[src/rtl/cic_pkg.sv]
// rtl/cic_pkg.sv - shared CIC helpers: accumulator width, log2 functions, rounding modes
package cic_pkg;

  typedef enum logic [0:0] {
    RND_TRUNC     = 1'b0,
    RND_HALF_EVEN = 1'b1
  } rnd_mode_e;

  // Bit growth of an N-stage interpolator is (N-1)*log2(R), so this width never loses MSBs.
  function automatic int cic_iw(input int bw, input int n, input int log2_max_rate);
    return bw + (n - 1) * log2_max_rate;
  endfunction

  function automatic int clog2(input int v);
    int r;
    r = 0;
    for (int i = 0; i < 31; i++) begin
      if ((1 << i) < v) r = i + 1;
    end
    return r;
  endfunction

  function automatic int floor_log2(input logic [31:0] v);
    int r;
    r = 0;
    for (int i = 0; i < 32; i++) begin
      if (v[i]) r = i;
    end
    return r;
  endfunction

endpackage

[src/rtl/cic_norm_rs.sv]
// rtl/cic_norm_rs.sv - arithmetic right shift with round-half-even and saturation to BW bits
module cic_norm_rs
  import cic_pkg::*;
#(
  parameter int        IW    = 37,
  parameter int        BW    = 16,
  parameter int        SW    = 5,
  parameter rnd_mode_e RMODE = RND_HALF_EVEN
) (
  input  logic [IW-1:0] din,
  input  logic [SW-1:0] shift,
  output logic [BW-1:0] dout,
  output logic          sat
);

  localparam logic signed [IW-1:0] MAX_OUT = {{(IW-BW+1){1'b0}}, {(BW-1){1'b1}}};
  localparam logic signed [IW-1:0] MIN_OUT = {{(IW-BW+1){1'b1}}, {(BW-1){1'b0}}};

  logic signed [IW-1:0] floor_q;
  logic signed [IW-1:0] rounded;
  logic        [IW-1:0] rem_mask;
  logic        [IW-1:0] rem;
  logic        [IW-1:0] half;
  logic                 round_up;

  // floor_q is floor(din/2^shift); rem is the non-negative discarded part, also for negative din.
  always_comb begin
    floor_q  = $signed(din) >>> shift;
    rem_mask = ~({IW{1'b1}} << shift);
    rem      = din & rem_mask;
    half     = (shift == '0) ? '0 : ({{(IW-1){1'b0}}, 1'b1} << (shift - SW'(1)));
    round_up = 1'b0;
    if (RMODE == RND_HALF_EVEN && shift != '0) begin
      round_up = (rem > half) || ((rem == half) && floor_q[0]);
    end
    rounded = floor_q + $signed({{(IW-1){1'b0}}, round_up});
    sat     = 1'b0;
    dout    = rounded[BW-1:0];
    if (rounded > MAX_OUT) begin
      dout = MAX_OUT[BW-1:0];
      sat  = 1'b1;
    end else if (rounded < MIN_OUT) begin
      dout = MIN_OUT[BW-1:0];
      sat  = 1'b1;
    end
  end

endmodule

[src/rtl/cic_interp_mc.sv]
// rtl/cic_interp_mc.sv - multi-channel CIC interpolator with runtime rate and normalised output
module cic_interp_mc
  import cic_pkg::*;
#(
  parameter int BW            = 16,
  parameter int N             = 4,
  parameter int LOG2_MAX_RATE = 7,
  parameter int NCH           = 2
) (
  input  logic                   clock,
  input  logic                   reset,
  input  logic                   enable,
  input  logic [LOG2_MAX_RATE:0] rate,
  input  logic                   strobe_in,
  input  logic                   strobe_out,
  input  logic [NCH*BW-1:0]      signal_in,
  output logic [NCH*BW-1:0]      signal_out,
  output logic                   out_valid,
  output logic [NCH-1:0]         sat_flag,
  output logic                   strobe_err,
  input  logic                   clear_flags
);

  localparam int IW = cic_iw(BW, N, LOG2_MAX_RATE);
  localparam int RW = LOG2_MAX_RATE + 1;
  localparam int SW = clog2((N - 1) * LOG2_MAX_RATE + 1);
  localparam logic [RW-1:0] MAX_RATE = RW'(1) << LOG2_MAX_RATE;

  logic [RW-1:0]     rate_q;
  logic              clr;
  logic              adv_in;
  logic              adv_out;
  int                log2_r;
  logic [SW-1:0]     shift_amt;
  logic [NCH*BW-1:0] norm_out;
  logic [NCH-1:0]    norm_sat;

  always_ff @(posedge clock or negedge reset) begin
    if (!reset) rate_q <= '0;
    else        rate_q <= rate;
  end

  // A rate change is seen against the previous clock's sample, so the clear lands one clock later.
  assign clr     = ~enable | (rate != rate_q);
  assign adv_in  = strobe_in & strobe_out & ~clr;
  assign adv_out = strobe_out & ~clr;

  always_comb begin
    log2_r = 0;
    if (rate_q >= MAX_RATE)  log2_r = LOG2_MAX_RATE;
    else if (rate_q != '0)   log2_r = floor_log2(32'(rate_q));
    shift_amt = SW'((N - 1) * log2_r);
  end

  for (genvar ch = 0; ch < NCH; ch++) begin : g_ch
    logic [IW-1:0] comb_q   [N];
    logic [IW-1:0] dly_q    [N];
    logic [IW-1:0] integ_q  [N];
    logic [IW-1:0] stage_in [N];
    logic [BW-1:0] x_in;

    assign x_in = signal_in[ch*BW +: BW];

    always_comb begin
      stage_in[0] = {{(IW-BW){x_in[BW-1]}}, x_in};
      for (int k = 1; k < N; k++) stage_in[k] = comb_q[k-1];
    end

    // Combs run at the input rate; the integrator chain zero-stuffs between input samples.
    always_ff @(posedge clock or negedge reset) begin
      if (!reset) begin
        for (int k = 0; k < N; k++) begin
          comb_q[k]  <= '0;
          dly_q[k]   <= '0;
          integ_q[k] <= '0;
        end
      end else if (clr) begin
        for (int k = 0; k < N; k++) begin
          comb_q[k]  <= '0;
          dly_q[k]   <= '0;
          integ_q[k] <= '0;
        end
      end else begin
        if (adv_in) begin
          for (int k = 0; k < N; k++) begin
            comb_q[k] <= stage_in[k] - dly_q[k];
            dly_q[k]  <= stage_in[k];
          end
        end
        if (adv_out) begin
          integ_q[0] <= integ_q[0] + (adv_in ? comb_q[N-1] : '0);
          for (int k = 1; k < N; k++) integ_q[k] <= integ_q[k] + integ_q[k-1];
        end
      end
    end

    cic_norm_rs #(
      .IW    (IW),
      .BW    (BW),
      .SW    (SW),
      .RMODE (RND_HALF_EVEN)
    ) u_norm (
      .din   (integ_q[N-1]),
      .shift (shift_amt),
      .dout  (norm_out[ch*BW +: BW]),
      .sat   (norm_sat[ch])
    );
  end

  // Flag set takes priority over a coincident clear.
  always_ff @(posedge clock or negedge reset) begin
    if (!reset) begin
      signal_out <= '0;
      out_valid  <= 1'b0;
      sat_flag   <= '0;
      strobe_err <= 1'b0;
    end else begin
      out_valid <= strobe_out & enable;
      if (strobe_out & enable) signal_out <= norm_out;
      sat_flag   <= (sat_flag & ~{NCH{clear_flags}}) | ({NCH{strobe_out & enable}} & norm_sat);
      strobe_err <= (strobe_err & ~clear_flags) | (strobe_in & ~strobe_out & enable);
    end
  end

endmodule

[config.mk]
export PLATFORM = sky130hd
export DESIGN_NAME = cic_interp_mc
export DESIGN_NICKNAME = d
export VERILOG_FILES = /design/src/rtl/cic_pkg.sv /design/src/rtl/cic_norm_rs.sv /design/src/rtl/cic_interp_mc.sv
export SDC_FILE = /design/constraint.sdc
export NUM_CORES = 2
export LEC_CHECK = 0
export CAP_MARGIN = 20
export CORE_MARGIN = 1.5
export CORE_UTILIZATION = 45
export DETAILED_ROUTE_END_ITERATION = 12
export PLACE_DENSITY = 0.67
export SLEW_MARGIN = 10
export SYNTH_ARGS = -nofsm -noshare
export SYNTH_HDL_FRONTEND = slang
export SYNTH_SLANG_ARGS = --single-unit
[constraint.sdc]
create_clock -name clock -period 16.31 [get_ports clock]
set_clock_uncertainty 0.1 [all_clocks]
set_input_delay 1.631 -clock clock [delete_from_list [all_inputs] [get_ports clock]]
set_output_delay 1.631 -clock clock [all_outputs]
set_load 0.01 [all_outputs]
# Yosys cells after proc, flatten, opt, wreduce, memory -nomap -nowiden
# Index checks and enable logic that the tools add are counted.
word_totals:
  input_bits: 46
  regBits: 932
classes:
  n_eq_ne: 3
  add_sub_neg: 19
  n_reduce_logical: 9
  magnitude_cmp: 7
  mul: 1
  n_mux: 34
  n_shift: 4
  bitwise: 20
op_table:
  columns: ["cell", "count"]
  rows:
  - ["$mux W148", 12]
  - ["$add A37 B37 Y37", 8]
  - ["$sub A37 B37 Y37", 8]
  - ["$mux W32", 8]
  - ["$mux W37", 3]
  - ["$add A37 B2 Y37", 2]
  - ["$and A37 B37 Y37", 2]
  - ["$eq A37 B37 Y1", 2]
  - ["$gt A37 B16 Y1 const B", 2]
  - ["$gt A37 B37 Y1", 2]
  - ["$lt A37 B16 Y1 const B", 2]
  - ["$sshr A37 B5 Y37", 2]
  - ["$mux W16", 4]
  - ["$not A37 Y37", 1]
  - ["$shl A1 B5 Y37 const A", 1]
  - ["$shl A37 B5 Y37 const A", 1]
  - ["$mul A3 B32 Y5 const A", 1]
  - ["$ge A8 B8 Y1 const B", 1]
  - ["$ne A8 B8 Y1", 1]
  - ["$reduce_bool A8 Y1", 1]
  - ["$and A1 B1 Y1", 7]
  - ["$mux W1", 7]
  - ["$logic_not A5 Y1", 1]
  - ["$reduce_bool A5 Y1", 1]
  - ["other kinds (9)", 17]

# Longest topological paths before layout
logic_depth:
  depth_word: 23
  ltp_mapped: 49

# Cells and area by module
# A second synthesis with hierarchy kept.
hier_totals:
  hier_cells: 8855
  hier_area_um2: 73067.6
modules_own_cells:
  columns: ["module", "area_per_inst_um2", "seq_area_each_um2", "cells_per_inst", "n_inst"]
  rows:
  - ["cic_interp_mc", 61771.7, 22271.4, 7375, 1]
  - ["cic_norm_rs", 5647.9, 0.0, 740, 2]

# Worst setup path after synthesis
# No wires, ideal clock.
synth_timing:
  path_kind: "register to register"
  start: "register rate_q[0]"
  end: "register signal_out[6]"
  slack_ps: 6818
  setup_ps: 73
  arrival_ps: 9319
  n_path_buf: 12
  synth_period_minus_slack_ps: 9492
  stages_incl_launch_ff: 47
  required_time_ps: 16137
  cell_sequence: "dfrtp_1 > nor4_4 > a21o_4 > o21ai_4 > buf_6 > buf_6 > buf_2 > ha_1 > ha_1 > clkbuf_1 > clkbuf_1 > clkbuf_1 > buf_1 > buf_2 > buf_1 > clkbuf_1 > xnor2_1 > clkbuf_1 > (+11 left out) > a21o_1 > a21oi_1 > o21ai_0 > a21oi_1 > o22ai_1 > o311a_1 > ha_1 > ha_1 > o211ai_1 > nor2_2 > and3_1 > xor2_1 > nor4b_2 > nand4_2 > o41ai_4 > buf_6 > nand2_1 > a21oi_2"
synth_via:
  elab_chain_len: 15
synth_lines:
  columns: ["item", "line", "rtl"]
  rows:
  - ["start, declared", "cic_interp_mc.sv:29", "logic [RW-1:0] rate_q;"]
  - ["start signal, assigned", "cic_interp_mc.sv:40", "else rate_q <= rate;"]
  - ["parallel branches: the longest is 2 deep, another holds $ge A8 B8 Y1", null, null]
  - ["$mux W32 *", "cic_interp_mc.sv:50", "if (rate_q >= MAX_RATE) log2_r = LOG2_MAX_RATE;"]
  - ["$mul A3 B32 Y5 *", "cic_interp_mc.sv:52", "shift_amt = SW'((N - 1) * log2_r);"]
  - ["parallel branches: the longest is 7 deep, another holds $gt A37 B37 Y1", null, null]
  - ["$add A37 B2 Y37 *", "cic_norm_rs.sv:36", "rounded = floor_q + $signed({{(IW-1){1'b0}}, round_up});"]
  - ["$lt A37 B16 Y1", "cic_norm_rs.sv:42", "end else if (rounded < MIN_OUT) begin"]
  - ["$mux W16", "cic_norm_rs.sv:42", null]
  - ["$mux W16 *", "cic_norm_rs.sv:39", "if (rounded > MAX_OUT) begin"]
  - ["end signal, assigned", "cic_interp_mc.sv:119", "if (strobe_out & enable) signal_out <= norm_out;"]
  - ["end, declared", "cic_interp_mc.sv:17", "output logic [NCH*BW-1:0] signal_out,"]
# Mark *: on every way between the ends.
# A chain may end at the register's enable or synchronous reset.

# Final worst setup path
layout_timing:
  start: "register rate_q[5]"
  end: "register signal_out[16]"
layout_via:
  elab_chain_len: 17
layout_lines:
  columns: ["item", "line"]
  rows:
  - ["parallel branches: the longest is 4 deep, another holds $ge A8 B8 Y1", null]
  - ["$mux W32 *", "cic_interp_mc.sv:50"]
  - ["$mul A3 B32 Y5 *", "cic_interp_mc.sv:52"]
  - ["parallel branches: the longest is 7 deep, another holds $gt A37 B37 Y1", null]
  - ["$add A37 B2 Y37 *", "cic_norm_rs.sv:36"]
  - ["$lt A37 B16 Y1", "cic_norm_rs.sv:42"]
  - ["$mux W16", "cic_norm_rs.sv:42"]
  - ["$mux W16 *", "cic_norm_rs.sv:39"]
# Marked as above.

==> impl_metrics.env <==
export IMPL_outcome="complete, no violations"
export IMPL_setup_ws_ps=5080
export IMPL_final_max_slew_viol_count=0
export IMPL_vias=60900
export IMPL_grt_max_degree=207
export IMPL_cts_root_buf="clkbuf_16"
export IMPL_drive_gt1_share_pct=5.62
export IMPL_netlist_instances=8516
export IMPL_core_rowCount=144
export IMPL_peakVddDrop_uv=78.0
export IMPL_final_hold_viol_count=0
export IMPL_cts_hold_buf=0
export IMPL_initial_core_util_pct=45.5
export IMPL_pin_count=82
export IMPL_synth_avg_cell_area_um2=8.26
export IMPL_synth_top_cell_area_share_pct=31.7
export IMPL_antenna_found_initial=2
export IMPL_cts_sinks=890
export IMPL_critical_path_class="reg -> reg"
export IMPL_wl_per_cell_um=19.7
export IMPL_place_ws_ps=5290
export IMPL_final_common_cell="nand2_1"
export IMPL_synthFlopType="dfrtp_1"
export IMPL_r2r_slack_ps=5080
export IMPL_slew_headroom_pct=15.7
export IMPL_coreArea_um2=155000
export IMPL_synth_distinct_cells=116
export IMPL_first_global_vias=58800
export IMPL_switching_share_pct=27.1
export IMPL_vias_per_cell=5.78
export IMPL_grt_pass1_wl_um=330000
export IMPL_synth_area_leaders="dfrtp_1 32%, ha_1 11%, nand2_1 6.8%"
export IMPL_layout_common_cells="1263 x nand2_1, 903 x a21oi_1, 890 x dfrtp_1, 815 x nor2_1, 605 x ha_1"
export IMPL_die_y_um=398
export IMPL_place_congestion=1.05
export IMPL_drc=0
export IMPL_min_to="g_ch[0].comb_q[33]"
export IMPL_synth_area_um2=70300
export IMPL_whs_path_depth=2
export IMPL_seq_area_frac_synth_pct=31.7
export IMPL_reg2reg_to="signal_out[16]"
export IMPL_leakagePower_uw=0.0341
export IMPL_overflow=0
export IMPL_power_density_nw_per_um2=73.1
export IMPL_min_period_ps=11230
export IMPL_ant_nets=0
export IMPL_seqPwrFrac_pct=39.7
export IMPL_arrival_ps=11640
export IMPL_fin_crit_sh_pct=68.8
export IMPL_crit_path_frequent_cell="ha_1"
export IMPL_synthesis_nets=9190
export IMPL_grt_usage_pct=25.8
export IMPL_yosys_warnings=0
export IMPL_min_path_type="reg -> reg"
export IMPL_setup_tns_ps=0
export IMPL_combPwrFrac_pct=12.8
export IMPL_setup_viol=0
export IMPL_ys_seq_elements=890
export IMPL_clockPowerShare_pct=47.5
export IMPL_fmax_mhz=89.1
export IMPL_place_inst=10300
export IMPL_max_stage_delay_ps=760
export IMPL_clk_pin_slew_ps=70
export IMPL_layout_area_overhead_vs_synth_pct=9.36
export IMPL_r2r_start="rate_q[5]"
export IMPL_dieWidth_um=398
export IMPL_nNetsFinal=9063
export IMPL_clockBufferDepth=3
export IMPL_die_area_um2=159000
export IMPL_tightest_slew_ps=1250
export IMPL_synth_enable_flop_cells=0
export IMPL_cts_tree="built"
export IMPL_final_cells=10500
export IMPL_min_from="g_ch[0].comb_q[33]"
export IMPL_drv_cap=0
export IMPL_postCtsSetupRepairBufs=0
export IMPL_cp_end_kind="flop"
export IMPL_slowest_stage="nor2_1"
export IMPL_cp_required_ps=16720
export IMPL_first_pass_iters=6
export IMPL_critPathMaxFanout=49
export IMPL_numCtsBuffers=105
export IMPL_io_buffers=81
export IMPL_power_internal_uw=4100
export IMPL_cts_htree_levels=3
export IMPL_reg2reg_depth=35
export IMPL_cts_resized=0
export IMPL_timing_hold_ws_ps=367
export IMPL_crit_path_start_kind="flop"
export IMPL_fin_util_pct=49.7
export IMPL_drtIter0Drc=4135
export IMPL_wl_um=207000
export IMPL_rsz0062_at_grt="no"
export IMPL_hpwl_um=150000
export IMPL_power_switching_uw=1520
export IMPL_synthArstFlopShare_pct=100
export IMPL_insertion_delay_ps=740
export IMPL_yosysTopAreaCell="dfrtp_1"
==> power by group through the flow <==
stage	Sequential, uW	Combinational [uW]	Clock, uW
after detailed placement	2270	710	0
final	2230	719	2670
after global routing	2230	765	2820
after global placement	2270	713	0
after floorplan	2280	408	0
after CTS	2230	713	2740
==> critical path, delay by kind of cell (launching register included) <==
family,cells,cell delay (ps)
AOI/OAI and AO/OA,11,2060
xor gates and xnor gates,2,250
adders and majority gates,5,1470
buffers and inverters,3,1030
DFF,1,470
and+or+nand+nor,14,5580
==> worst max path at each step <==
stage | slack [ps] | endpoint | depth (start not counted) | startpoint
floorplan | 6820 | signal_out[6] | 46 | rate_q[0]
global placement | 5490 | signal_out[17] | 35 | rate_q[5]
detailed placement | 5290 | signal_out[16] | 35 | rate_q[4]
CTS | 5240 | signal_out[16] | 35 | rate_q[5]
global route | 4230 | signal_out[16] | 35 | rate_q[5]
finish | 5080 | signal_out[16] | 35 | rate_q[5]
==> cells by family after synthesis <==
| kind of cell | count (synthesis) | share of synthesized area [%] |
|---|---|---|
| buf+inv | 822 | 4.59 |
| compound gates | 2206 | 19.8 |
| simple gates | 3091 | 20.0 |
| flops | 890 | 31.7 |
| fa+ha+maj | 628 | 11.4 |
| xor+xnor | 496 | 6.18 |
| mux | 383 | 6.42 |
==> per-layer routing <==
layer	vias up	track usage, %	wire length (um)
li1	29900	-	-
met5	-	0	0
met2	1493	42.6	95900
met3	428	3.31	9760
met1	29000	33.8	91200
met4	0	11.3	10100
==> per-stage QoR <==
| step | power [uW] | instance area, um2 |
|---|---|---|
| after detailed placement | 2980 | 72900 |
| final | 5620 | 76900 |
| after global placement | 2990 | 72900 |
| after CTS | 5680 | 76900 |
| after global routing | 5820 | 76900 |
| after floorplan | 2680 | 70300 |
==> registers in the layout, indices dropped and copies added (netlist names) <==
name          count
g_ch.comb_q     296
g_ch.dly_q      254
g_ch.integ_q    296
out_valid         1
rate_q            8
sat_flag          2
signal_out       32
strobe_err        1
==> synthesized netlist by cell type, types with 132 or more instances <==
cell type,n
ha_1,608
nand3_1,158
dfrtp_1,890
a211oi_1,132
and3_1,162
nor2_1,817
clkbuf_1,303
xnor2_1,361
nand2_1,1265
inv_1,418
a21oi_1,904
a21o_1,185
xor2_1,135
mux2i_1,298
o21ai_0,352
nor3_1,190
==> layout make-up <==
class,count,area (um2)
antenna,2,5.00
clock buffer,139,3040
multi-input combinational,6804,44900
fill,14700,77700
tap,2044,2560
clock inverter,60,957
inverter,422,1590
timing repair buffer,166,1550
sequential,890,22300
No activity file was read; power rests on OpenSTA's default activity.
